### config.mk
export PLATFORM = sky130hd
export DESIGN_NAME = lifo_stack
export DESIGN_NICKNAME = d
export VERILOG_FILES = /design/src/rtl/lifo_stack.sv
export SDC_FILE = /design/constraint.sdc
export NUM_CORES = 1
export LEC_CHECK = 0
export CAP_MARGIN = 25
export CORE_MARGIN = 2
export CORE_UTILIZATION = 55
export CTS_CLUSTER_SIZE = 10
export DETAILED_ROUTE_END_ITERATION = 10
export DONT_BUFFER_PORTS = 1
export GPL_TIMING_DRIVEN = 0
export PLACE_DENSITY = 0.68
export SYNTH_ARGS = -nofsm -noshare
export SYNTH_HDL_FRONTEND = slang
export SYNTH_SLANG_ARGS = --single-unit
export TNS_END_PERCENT = 20
### constraint.sdc
create_clock -name clk -period 4.5 [get_ports clk]
set_clock_uncertainty 0.2 [all_clocks]
set_input_delay 0.225 -clock clk [delete_from_list [all_inputs] [get_ports clk]]
set_output_delay 0.225 -clock clk [all_outputs]
set_load 0.02 [all_outputs]
### src/rtl/lifo_stack.sv
// lifo_stack: parametrised LIFO with status, sticky errors, replace and flush.
// Ports: clk, rst_n, write_en/read_en/data_in/flush/err_clr in; data_out,
// rd_valid, top, count, empty, full, overflow, underflow out.
module lifo_stack #(
  parameter int DATA_WIDTH = 32,
  parameter int DEPTH      = 16,
  parameter int CNT_WIDTH  = $clog2(DEPTH+1)
) (
  input  logic                  clk,
  input  logic                  rst_n,
  input  logic                  write_en,
  input  logic                  read_en,
  input  logic [DATA_WIDTH-1:0] data_in,
  input  logic                  flush,
  input  logic                  err_clr,
  output logic [DATA_WIDTH-1:0] data_out,
  output logic                  rd_valid,
  output logic [DATA_WIDTH-1:0] top,
  output logic [CNT_WIDTH-1:0]  count,
  output logic                  empty,
  output logic                  full,
  output logic                  overflow,
  output logic                  underflow
);

  localparam int AW = (DEPTH > 1) ? $clog2(DEPTH) : 1;

  logic [DATA_WIDTH-1:0] r_mem [DEPTH];
  logic [CNT_WIDTH-1:0]  r_count;
  logic [DATA_WIDTH-1:0] r_dout;
  logic                  r_rdv;
  logic                  r_ovf;
  logic                  r_udf;

  logic [AW-1:0] w_top_idx;
  logic [AW-1:0] w_push_idx;
  logic          w_empty;
  logic          w_full;
  logic          w_act;
  logic          w_replace;
  logic          w_push;
  logic          w_pop;
  logic          w_ovf_set;
  logic          w_udf_set;

  assign w_empty    = (r_count == '0);
  assign w_full     = (r_count == CNT_WIDTH'(DEPTH));
  assign w_top_idx  = AW'(r_count - CNT_WIDTH'(1));
  assign w_push_idx = AW'(r_count);

  // flush pre-empts any push or pop in the same cycle
  assign w_act     = ~flush;
  assign w_replace = w_act & write_en & read_en & ~w_empty;
  // push+pop on an empty stack still performs the push
  assign w_push    = w_act & write_en &
                     (read_en ? w_empty : ~w_full);
  assign w_pop     = w_act & read_en & ~write_en & ~w_empty;
  assign w_ovf_set = w_act & write_en & ~read_en & w_full;
  assign w_udf_set = w_act & read_en & w_empty;

  // storage is deliberately left unreset
  always_ff @(posedge clk) begin
    if (w_push) begin
      r_mem[w_push_idx] <= data_in;
    end else if (w_replace) begin
      r_mem[w_top_idx] <= data_in;
    end
  end

  always_ff @(posedge clk or negedge rst_n) begin
    if (!rst_n) begin
      r_count <= '0;
      r_dout  <= '0;
      r_rdv   <= 1'b0;
    end else begin
      r_rdv <= w_replace | w_pop;
      if (flush) begin
        r_count <= '0;
      end else if (w_push) begin
        r_count <= r_count + CNT_WIDTH'(1);
      end else if (w_pop) begin
        r_count <= r_count - CNT_WIDTH'(1);
      end
      if (w_replace | w_pop) begin
        r_dout <= r_mem[w_top_idx];
      end
    end
  end

  // a new error in the same cycle as err_clr wins
  always_ff @(posedge clk or negedge rst_n) begin
    if (!rst_n) begin
      r_ovf <= 1'b0;
      r_udf <= 1'b0;
    end else begin
      if (w_ovf_set) begin
        r_ovf <= 1'b1;
      end else if (err_clr) begin
        r_ovf <= 1'b0;
      end
      if (w_udf_set) begin
        r_udf <= 1'b1;
      end else if (err_clr) begin
        r_udf <= 1'b0;
      end
    end
  end

  assign top       = w_empty ? '0 : r_mem[w_top_idx];
  assign count     = r_count;
  assign empty     = w_empty;
  assign full      = w_full;
  assign data_out  = r_dout;
  assign rd_valid  = r_rdv;
  assign overflow  = r_ovf;
  assign underflow = r_udf;

endmodule

Word-level counts from Yosys, hierarchy flattened. Memories as Yosys holds them, arrays and structs flattened. Index checks and enable logic that the tools add are counted.

Input port bits: 38. Memory bits (writable): 512. Flip-flop bits (word level): 40. Memories kept: 1.

Memories: r_mem (words 16, bits a word 32, read ports 1, clocked after memory_dff 0, write ports 1, RTL line 28) `logic [DATA_WIDTH-1:0] r_mem [DEPTH];`.

Bitwise gates (word level): 16. Equality and inequality tests: 1. Reductions and logical operators: 5. $add $sub $neg: 2. Multiplexer cells: 16.

Operators by type and width (number): $mux 32 (2); $reduce_or 32->1 (1); $mux 5 (3); $and 1x1->1 (10); $mux 1 (10); $add 5x1->5 const B (1); $eq 5x5->1 const B (1); $logic_not 5->1 (1); $not 1->1 (5); $sub 5x1->5 const B (1); $mux 4 (1); $reduce_bool 2->1 (2); $reduce_bool 3->1 (1); $or 1x1->1 (1).

Depth between registers and ports, before layout. Gate-level depths: netlist of run 1.

Depth after elaboration: 9. Mapped depth: 11. Depth with buffers taken out: 7.

Worst setup path before layout of run 1. Ideal clock, no wire load.

Path kind: flip-flop to flip-flop. Start point: register r_count[0] (netlist: count[0]). End point: memory r_mem[0][0] (enable). Path buffers: 2. Library setup time: 0.421 ns. Slack: 0.301 ns. Stages on the path, launching flop included: 9. Clock period less this slack: 4.199 ns. Arrival time: 3.577 ns. Path through: dfrtp_1 -> buf_6 -> buf_2 -> inv_1 -> ha_1 -> and3b_1 -> a2111oi_0 -> o221ai_1 -> nor2_1.

Longest elaborated chain between the ends: 8. Elaborated cells on any way between the ends: 16. Those cells by class: add/sub (1); eq/ne (1); mux (8); bitwise (4); reduce/logical (2).

RTL lines: from (decl) (RTL line 29) `logic [CNT_WIDTH-1:0] r_count;`; from (signal assigned) (RTL line 80) `r_count <= r_count + CNT_WIDTH'(1);`; from (signal assigned) (RTL line 82) `r_count <= r_count - CNT_WIDTH'(1);`; $eq 5x5->1 / $logic_not 5->1 (equally long branches) (RTL line 47, 46); $not 1->1 (on tied branches) (RTL line 56, 53); $mux 1 / $and 1x1->1 (equally long branches) (RTL line 56, 53); $and 1x1->1 / $mux 1 (equally long branches) (RTL line 55, 65); $mux 1 (RTL line 63) `if (w_push) begin`; $mux 1 (not written as such) (RTL line 66) `r_mem[w_top_idx] <= data_in;`; $reduce_or 32->1 (no line); $mux 4 (no line) / $mux 1 (equally long branches); to (decl) (RTL line 28).

Several ways; a longest one is shown, not always the timed one.

Worst setup path in the final report of run 1.
Start point: register r_count[0] (netlist: count[0]). End point: memory r_mem[13][19] (enable).

The elaborated chain is that of the path after synthesis.

==> out/qor.txt, run 1 <==
GRT overflow -> 0
NumNets Final -> 1194
Leak Pwr -> 8.378 nW
Total CTS buffers -> 61
Cell repeated most along the worst path -> buf_6
GRT Util Overall -> 0.2429
Int Power -> 0.01032 W
Hpwl dp -> 29190 µm
Max-Cap Viols -> 0
Seq/Total Area, Yosys -> 0.7537
RSZ-0062 raised after global routing -> yes
Post-synth EDFFs -> 512
Die Area -> 41110 µm²
Peak supply drop -> 0.3594 mV
Rel. slew slack -> 0.2930
GPL Wtd Cong -> 0.7769
Top-level I/O count -> 112
Crit. End Element -> flop
Synth Warn # -> 0
Overall die height -> 202.8 µm
Comb power frac -> 0.284
Reg2Reg Setup Slack -> 90 ps
Critical Path Fanout Max -> 21
Final hold viol count -> 0
Core area -> 38830 µm²
Power per cell area -> 597.6 nW/µm²
Initial Util -> 0.5596
Clk_lat worst skew -> 620 ps
IO buf count -> 0
Crit start category -> flop
First-pass GRT wire length -> 71240 µm
Final period utilization -> 0.9808
Post-synth top cells -> edfxtp_1 (512), mux4_2 (128), mux2i_1 (66), nor2_1 (54), dfrtp_1 (40)
Fmax achieved -> 226.6 MHz
Sequential power share -> 0.416
Largest net degree at the start of global routing -> 41
Sw Share -> 0.3181
Vias in the first global route -> 10822
Asr flop ratio synth -> 0.07246
Top FF cell, synth -> edfxtp_1
Clk sinks -> 552
Die Span X -> 202.8 µm
Post-route DRC -> 0
Dominant cells by area after synthesis -> edfxtp_1 (71%), mux4_2 (13%), dfrtp_1 (4.6%)
R2R depth -> 11
Row cnt -> 72
Worst R2R Start -> count[0]
Clk pwr share -> 0.300
Worst slew pin tran -> 1061 ps
Status -> finished, final reports clean
Worst EP arrival -> 4500 ps
Synthesized flop and latch total -> 552
Detailed-route vias per instance -> 6.168
Post-route ant nets -> 0
Area Growth Syn to Fin -> 16.60%
Worst Path Required -> 4590 ps
FF+latch area -> 16380 µm²
Mean Syn Cell Area -> 21.30 µm²
Gate Count Post-Synth -> 1020
Avg WL per Cell -> 28.48 µm
Synthesized net count -> 1061
Setup-failing EPs final -> 0
Most numerous cell in the Yosys netlist -> edfxtp_1
Area of the multi-input gates -> 5072 µm²
P_sw -> 0.004816 W
Root Driver -> clkbuf_16
Fin crit period -> 4414 ps
Crit-path slowest cell -> nor2_4
H-tree depth -> 2
Crit path cell chain -> buf_6 > buf_2 > inv_1 > ha_1 > or4b_1 > buf_6 > clkinv_4 > nor3_1 > a31oi_1 > nor2_4 > buf_12
CTS tree -> yes
Dominant cell type by area after synthesis -> edfxtp_1
DRT iter0 DRCs -> 950
Critical path endpoint -> r_mem[13][19]
Worst r2r dst -> r_mem[13][19]
Worst hold path type -> primary input to asynchronous set/reset pin
Pins Over Slew Limit -> 0
Top cell type's share of synthesized area -> 0.7076
Antenna violations before repair -> 2
Critical path launch point -> count[0]
Mapped Area -> 21730 µm²
Share of layout cells above drive strength 1 -> 0.2921
Worst-path clk slew -> 70 ps
Post-layout util -> 0.6525
Netlist cell types -> 49
Crit Path Class -> flop to flop
Clk buf depth -> 3
Post-Route WL -> 49110 µm
# fillers -> 2552
CP peak stage delay -> 630 ps
Via count -> 10633
Final total power -> 0.01514 W
Drt first pass iters -> 5
[power groups by stage]
| stage | Clock (W) | Combinational [W] | Sequential [W] |
|---|---|---|---|
| 2_1_floorplan | 0 | 0.00296 | 0.00636 |
| 3_3_place_gp | 0 | 0.00397 | 0.00641 |
| 3_5_place_dp | 0 | 0.00412 | 0.00641 |
| 4_1_cts | 0.00460 | 0.00429 | 0.00631 |
| 5_1_grt | 0.00481 | 0.00458 | 0.00633 |
| 6_report | 0.00454 | 0.00430 | 0.00630 |
[critical path, delay by kind of cell, from the launching register on]
kind	cells	cell delay, ps
buffers and inverters	6	1280
AND/OR/NAND/NOR	3	1270
flip-flops	1	570
AO/OA/AOI/OAI	1	420
adder cells (fa/ha/maj)	1	300
[final cells by class]
cell class	count	area share
flip-flops and latches	552	0.6464
well taps	518	0.02558
plain buffers	57	0.01719
clock buffers	112	0.06949
repair buffers	70	0.03793
inverters	8	0.001383
diodes	1	0.00009878
clock inverters	3	0.001679
multi-input cells	403	0.2002
[registers in the layout, indices dropped and copies added, names as in the netlist]
name,flops
overflow,1
data_out,32
rd_valid,1
count,5
underflow,1
r_mem,512
[how the worst min path moves through the flow]
stage,startpoint,cells after the start,end
2_1_floorplan,rst_n,0,count[0]
3_3_place_gp,rst_n,0,count[0]
3_5_place_dp,rst_n,0,count[0]
4_1_cts,rst_n,3,count[1]
5_1_grt,rst_n,3,count[1]
6_report,rst_n,3,count[1]
[routing by layer]
metal	vias up	part of all wire	global-route usage	wire length [µm]
met3	87	0.078	0.06051	3849
met5	-	0	0	0
met1	5644	0.42	0.3434	20520
met4	0	0.028	0.07638	1353
li1	4470	-	-	-
met2	432	0.48	0.3790	23380
[logic make-up after synthesis]
logic type / Yosys count / share of synthesized area
flip-flops: 552 / 0.7537
multiplexers: 227 / 0.1802
AND/OR/NAND/NOR: 114 / 0.02384
buffers and inverters: 65 / 0.02056
AO/OA/AOI/OAI: 58 / 0.01877
adder cells (fa/ha/maj): 3 / 0.001728
XOR/XNOR: 1 / 0.001267
[layout by cell type, fill, tap and decap left out, types with 27 or more instances in the layout]
master         netlist  layout
mux2_2              32      32
nand2_1             33      33
o21ai_1             32      32
clkbuf_16            0      63
mux4_2             128     128
nor2_1              54      27
edfxtp_1           512     512
dlygate4sd3_1        0      39
clkbuf_1            12      54
dfrtp_1             40      39
mux2i_1             66      66
[stage by stage]
stage / setup TNS [ps] / setup slack, ps / hold slack (ps) / cell area [µm²] / cells
6_report: 0 / 86.43 / 14.94 / 25330 / 1724
2_1_floorplan: 0 / 301.4 / -270.6 / 21730 / 1020
3_5_place_dp: -5509 / -103.0 / -269.2 / 22840 / 1554
4_1_cts: 0 / 5.878 / 3.756 / 25170 / 1713
5_1_grt: -13270 / -107.9 / 25.30 / 25330 / 1724
3_3_place_gp: -966890 / -2092 / -269.6 / 22380 / 1538
[what timing repair did]
action	4_1_cts	5_1_grt
hold buffers	41	0
gates resized for setup	19	12
setup endpoints to repair	227	323
pin swaps	1	6
setup buffers	3	10
hold endpoints to repair	559	0
No activity file was read; power rests on OpenSTA's default activity.
==> run 2: changes to the inputs <==
--- a/config.mk
+++ b/config.mk
@@ -12,7 +12,8 @@
 export DETAILED_ROUTE_END_ITERATION = 10
 export DONT_BUFFER_PORTS = 1
 export GPL_TIMING_DRIVEN = 0
-export PLACE_DENSITY = 0.68
+export PLACE_DENSITY = 0.71
+export SETUP_SLACK_MARGIN = 0.5
 export SYNTH_ARGS = -nofsm -noshare
 export SYNTH_HDL_FRONTEND = slang
 export SYNTH_SLANG_ARGS = --single-unit
==> constraint.sdc (replaced) <==
create_clock -name clk -period 4 [get_ports clk]
set_clock_uncertainty 0.2 [all_clocks]
set_input_delay 0.2 -clock clk [delete_from_list [all_inputs] [get_ports clk]]
set_output_delay 0.2 -clock clk [all_outputs]
set_load 0.02 [all_outputs]
==> run 2 against run 1 <==
Core utilization increased by 3.7 points. Clock power up 13%. Critical path depth increased by 1. Sequential cell count did not move. Largest power group unchanged. Hold slack gained 20 ps.
==> out/qor.txt, run 2 (synthesis results as in run 1) <==
Core area -> 38830 µm²
IO buf count -> 0
Area Growth Syn to Fin -> 23.17%
Final hold viol count -> 0
Vias in the first global route -> 11431
Crit start category -> flop
Commonest non-fill, non-tap cells in the layout -> edfxtp_1 (512), mux4_2 (128), clkbuf_16 (71)
Top-level I/O count -> 112
Worst R2R Start -> count[0]
Post-Route WL -> 52210 µm
DRT iter0 DRCs -> 1163
Worst r2r dst -> r_mem[8][21]
Largest net degree at the start of global routing -> 41
Reg2Reg Setup Slack -> 510 ps
GRT Util Overall -> 0.2571
Worst EP arrival -> 3210 ps
Critical path endpoint -> top[2]
Crit. End Element -> output port
Largest register FFs -> 512
Clk sinks -> 552
GPL Wtd Cong -> 0.7849
Post-layout util -> 0.6893
Hpwl dp -> 29140 µm
Commonest non-fill, non-tap cell in the layout -> edfxtp_1
Met3 WL -> 4240 µm
Avg WL per Cell -> 29.46 µm
Worst hold path type -> primary input to asynchronous set/reset pin
Die Area -> 41110 µm²
GRT overflow -> 0
Power per cell area -> 706.8 nW/µm²
Crit Path Class -> flop to output port
Leak Pwr -> 8.945 nW
Final period utilization -> 0.9029
Worst Path Required -> 3600 ps
Drt first pass iters -> 5
NumNets Final -> 1240
Critical Path Fanout Max -> 10
Worst slew pin tran -> 969.0 ps
Post-route ant nets -> 0
Max-Cap Viols -> 0
Placed cell area -> 22850 µm²
Via count -> 11020
Share of layout cells above drive strength 1 -> 0.3530
Setup-failing EPs final -> 0
Initial Util -> 0.5596
Clk buf depth -> 3
Die Span X -> 202.8 µm
Post-route insts no fill -> 1772
Peak supply drop -> 0.4694 mV
Rel. slew slack -> 0.3540
RSZ-0062 raised after global routing -> yes
DP Cell Count -> 1554
Worst-path clk slew -> 60 ps
Post-route DRC -> 0
Fmax achieved -> 276.9 MHz
H-tree depth -> 2
Total CTS buffers -> 61
Root Driver -> clkbuf_16
M1 wire length -> 20860 µm
Detailed-route vias per instance -> 6.219
Antenna violations before repair -> 1
CTS tree -> yes
Overall die height -> 202.8 µm
Final total power -> 0.01892 W
Row cnt -> 72
DR top layer -> met5
Largest Register -> r_mem
R2R depth -> 12
Status -> finished, final reports clean
First-pass GRT wire length -> 75930 µm
Pins Over Slew Limit -> 0
Setup_tns -> 0 ps
Critical path launch point -> count[0]
Fin crit period -> 3612 ps
Fin area -> 26760 µm²
Clk_lat worst skew -> 600 ps
Met2 Routed Length -> 25810 µm
run 2: cell count changes in the layout (fill, tap and decap cells not counted), sizes merged:
| cell | change |
|---|---|
| clkinv | -1 |
| clkinvlp | +1 |
| inv | -1 |
| buf | +38 |
| clkbuf | +9 |
| diode | +1 |
| dlygate4sd3 | +1 |
run 2: through the flow:
step | setup WS [ps] | hold WS [ps]
2_1_floorplan | 233.6 | -295.6
3_3_place_gp | -1304 | -294.6
5_1_grt | 372.7 | 50.60
6_report | 388.2 | 34.87
3_5_place_dp | -547.1 | -294.5
4_1_cts | 447.4 | 28.90
run 2: worst max-delay path: stages, from the launching register on:
cell and delay (ps):
dfrtp_2 550, buf_12 160, buf_12 90, clkinvlp_4 80, buf_6 130, ha_4 280, buf_12 150, buf_12 170
buf_12 160, mux4_2 310, mux2i_1 220, mux2_4 230, nor2_4 50
run 2: how the worst min path moves through the flow:
stage           from            to  slack (ps)  depth (start not counted)
2_1_floorplan  rst_n      count[0]        -300                          0
3_3_place_gp   rst_n      count[4]        -290                          0
3_5_place_dp   rst_n      count[4]        -290                          0
4_1_cts        rst_n  data_out[28]          30                          3
5_1_grt        rst_n  data_out[29]          50                          3
6_report       rst_n  data_out[29]          30                          3
run 2: layer usage:
layer | global-route usage | vias to the layer above
li1 | - | 4565
met2 | 0.4179 | 586
met3 | 0.03836 | 95
met4 | 0.07795 | 2
met1 | 0.3676 | 5772
met5 | 0 | -
run 2: final cells by class:
type / instances / area (µm²)
Tap cell: 518 / 648.1
Fill cell: 2295 / 12070
Multi-Input combinational cell: 403 / 5549
Buffer: 57 / 752.0
Sequential cell: 552 / 16380
Clock inverter: 2 / 38.79
Clock buffer: 114 / 1768
Inverter: 8 / 38.79
Antenna cell: 2 / 5.005
Timing Repair Buffer: 116 / 1584
run 2: report_power, final:
group          leakage, nW  switching [W]  internal (W)
sequential            5.12       0.000386       0.00671
clock                0.855        0.00211       0.00300
combinational         2.97        0.00361       0.00310
run 2: what timing repair did:
| action | in CTS | in global routing |
|---|---|---|
| endpoints found under the setup margin | 577 | 543 |
| buffers inserted | 48 | 0 |
| resized for setup | 212 | 10 |
| hold endpoints to repair | 559 | 0 |
| hold buffers | 42 | 0 |
| gates cloned | 8 | 2 |
| pin swaps | 27 | 4 |
==> run 3: changes to the inputs <==
--- a/config.mk
+++ b/config.mk
@@ -6,7 +6,7 @@
 export NUM_CORES = 1
 export LEC_CHECK = 0
 export CAP_MARGIN = 25
-export CORE_MARGIN = 2
+export CORE_MARGIN = 4
 export CORE_UTILIZATION = 55
 export CTS_CLUSTER_SIZE = 10
 export DETAILED_ROUTE_END_ITERATION = 10
==> run 3 against run 2 <==
Sequential share of layout area rose by 1.7 points. Largest power group unchanged. Count of clock-buffer cells in the layout shrank 3. Largest cell class unchanged. Register-to-register slack about the same. Sequential power about the same. Core utilization fell by 1.8 points. Critical path depth shrank 1. Critical endpoint is now top[20].
==> out/qor.txt, run 3 (synthesis results as in run 1) <==
Initial Util -> 0.5596
Overall die height -> 206.8 µm
Status -> finished, final reports clean
Sw Share -> 0.3241
Setup-failing EPs final -> 0
Final period utilization -> 0.9010
Area Growth Syn to Fin -> 19.88%
Post-route ant nets -> 0
Total CTS buffers -> 61
First-pass GRT wire length -> 72710 µm
Worst hold path type -> primary input to flop
Largest Register -> r_mem
Post-place setup slack -> -530.8 ps
Area of the multi-input gates -> 5379 µm²
Fmax achieved -> 277.5 MHz
Vias in the first global route -> 11149
Crit start category -> flop
Reg2Reg Setup Slack -> 520 ps
NumNets Final -> 1207
# fillers -> 2401
Power per cell area -> 680.1 nW/µm²
Avg WL per Cell -> 28.23 µm
Share of layout cells above drive strength 1 -> 0.3317
Cell repeated most along the worst path -> buf_12
GRT Util Overall -> 0.2348
Core area -> 38830 µm²
Largest register FFs -> 512
CP peak stage delay -> 550 ps
IO buf count -> 0
Final hold slack -> 76.81 ps
DRT iter0 DRCs -> 1137
Sequential power share -> 0.400
GRT overflow -> 0
Hpwl dp -> 29500 µm
Commonest non-fill, non-tap cells in the layout -> edfxtp_1 (512), mux4_2 (128), clkbuf_16 (61)
Commonest non-fill, non-tap cell in the layout -> edfxtp_1
Row cnt -> 72
H-tree depth -> 2
Max-Cap Viols -> 0
Worst R2R Start -> count[0]
Cells on Worst Hold Path -> 2
Worst slew pin tran -> 970.7 ps
Final hold viol count -> 0
Antenna violations before repair -> 2
Final Worst Setup Slack -> 396.2 ps
Worst EP arrival -> 3200 ps
Die Area -> 42750 µm²
Leak Pwr -> 8.578 nW
RSZ-0062 raised after global routing -> yes
Comb power frac -> 0.318
Worst Path Required -> 3600 ps
Worst r2r dst -> r_mem[13][14]
Hold wc startpoint -> err_clr
Clk pwr share -> 0.282
Pins Over Slew Limit -> 0
Crit-path slowest cell -> dfrtp_2
Top-level I/O count -> 112
Crit path cell chain -> buf_12 > buf_12 > inv_4 > ha_4 > buf_6 > buf_12 > buf_12 > mux4_2 > mux2i_1 > mux2_2 > nor2_2
Clk_lat worst skew -> 620 ps
Post-route DRC -> 0
Drt first pass iters -> 5
Crit. End Element -> output port
GPL Wtd Cong -> 0.7730
Final total power -> 0.01772 W
P_sw -> 0.005742 W
Fin crit period -> 3604 ps
Rel. slew slack -> 0.3528
R2R depth -> 11
Clk sinks -> 552
Root Driver -> clkbuf_16
FF+latch area -> 16380 µm²
Via count -> 10732
Die Span X -> 206.8 µm
Int Power -> 0.01197 W
Worst-path clk slew -> 50 ps
Clk buf depth -> 3
Hold Crit Endpoint -> overflow
Post-Route WL -> 49070 µm
Crit Path Class -> flop to output port
Critical Path Fanout Max -> 10
Largest net degree at the start of global routing -> 41
Detailed-route vias per instance -> 6.175
Peak supply drop -> 0.4150 mV
CTS tree -> yes
-- run 3: cell count changes in the layout (fill, tap and decap cells not counted), sizes merged, moves of 2 or more --
cell / before / now
dlygate4sd3: 40 / 42
buf: 116 / 86
clkbuf: 131 / 123
inv: 7 / 10
-- run 3: final cells by class --
cell class                      instances  share of cell area
Sequential cell                       552              0.6288
Multi-Input combinational cell        403              0.2065
Clock buffer                          111             0.06619
Timing Repair Buffer                   83             0.04698
Tap cell                              518             0.02488
Buffer                                 57             0.02344
Clock inverter                          4            0.001633
Inverter                                8            0.001441
Antenna cell                            2           0.0001921
-- run 3: metal layers --
| metal | track usage | routed length [µm] | vias to the layer above | part of all wire |
|---|---|---|---|---|
| li1 | - | - | 4502 | - |
| met3 | 0.03421 | 3374 | 80 | 0.069 |
| met5 | 0 | 0 | - | 0 |
| met4 | 0.06468 | 1101 | 0 | 0.022 |
| met2 | 0.3736 | 23940 | 461 | 0.49 |
| met1 | 0.3500 | 20650 | 5689 | 0.42 |
-- run 3: power by group through the flow --
stage	Sequential (W)	Clock [W]	Combinational [W]
2_1_floorplan	0.00715	0	0.00334
3_3_place_gp	0.00720	0	0.00445
3_5_place_dp	0.00721	0	0.00458
4_1_cts	0.00709	0.00508	0.00562
5_1_grt	0.00712	0.00536	0.00593
6_report	0.00709	0.00500	0.00562
-- run 3: worst max-delay path by stage --
stage             start            to  slack (ps)  depth (start not counted)
2_1_floorplan  count[0]   r_mem[6][0]         230                          8
3_3_place_gp   count[0]  r_mem[1][19]       -1290                         10
3_5_place_dp   count[0]  r_mem[0][16]        -530                          9
4_1_cts        count[0]       top[22]         450                         11
5_1_grt        count[0]       top[20]         370                         10
6_report       count[0]       top[20]         400                         11
-- run 3: what timing repair did --
action	4_1_cts	5_1_grt
resized for setup	147	4
setup buffers	22	1
endpoints found under the setup margin	577	359
pin swaps	20	1
hold buffers	44	0
hold endpoints to repair	559	0
-- run 3: worst max-delay path, delay by kind of cell, from the launching register on --
kind | cells | cell delay (ps)
adders and majority gates | 1 | 270
buffers and inverters | 6 | 840
DFF | 1 | 550
muxes | 3 | 820
and+or+nand+nor | 1 | 80
-- run 3: per-stage QoR --
step / utilization / setup TNS, ps / cells / instance area, µm²
finish: 0.6709 / 0 / 1738 / 26050
global route: 0.6709 / 0 / 1738 / 26050
CTS: 0.6700 / 0 / 1735 / 26010
detailed placement: 0.5894 / -186330 / 1554 / 22880
global placement: 0.5773 / -598010 / 1538 / 22420
floorplan: - / 0 / 1020 / 21770
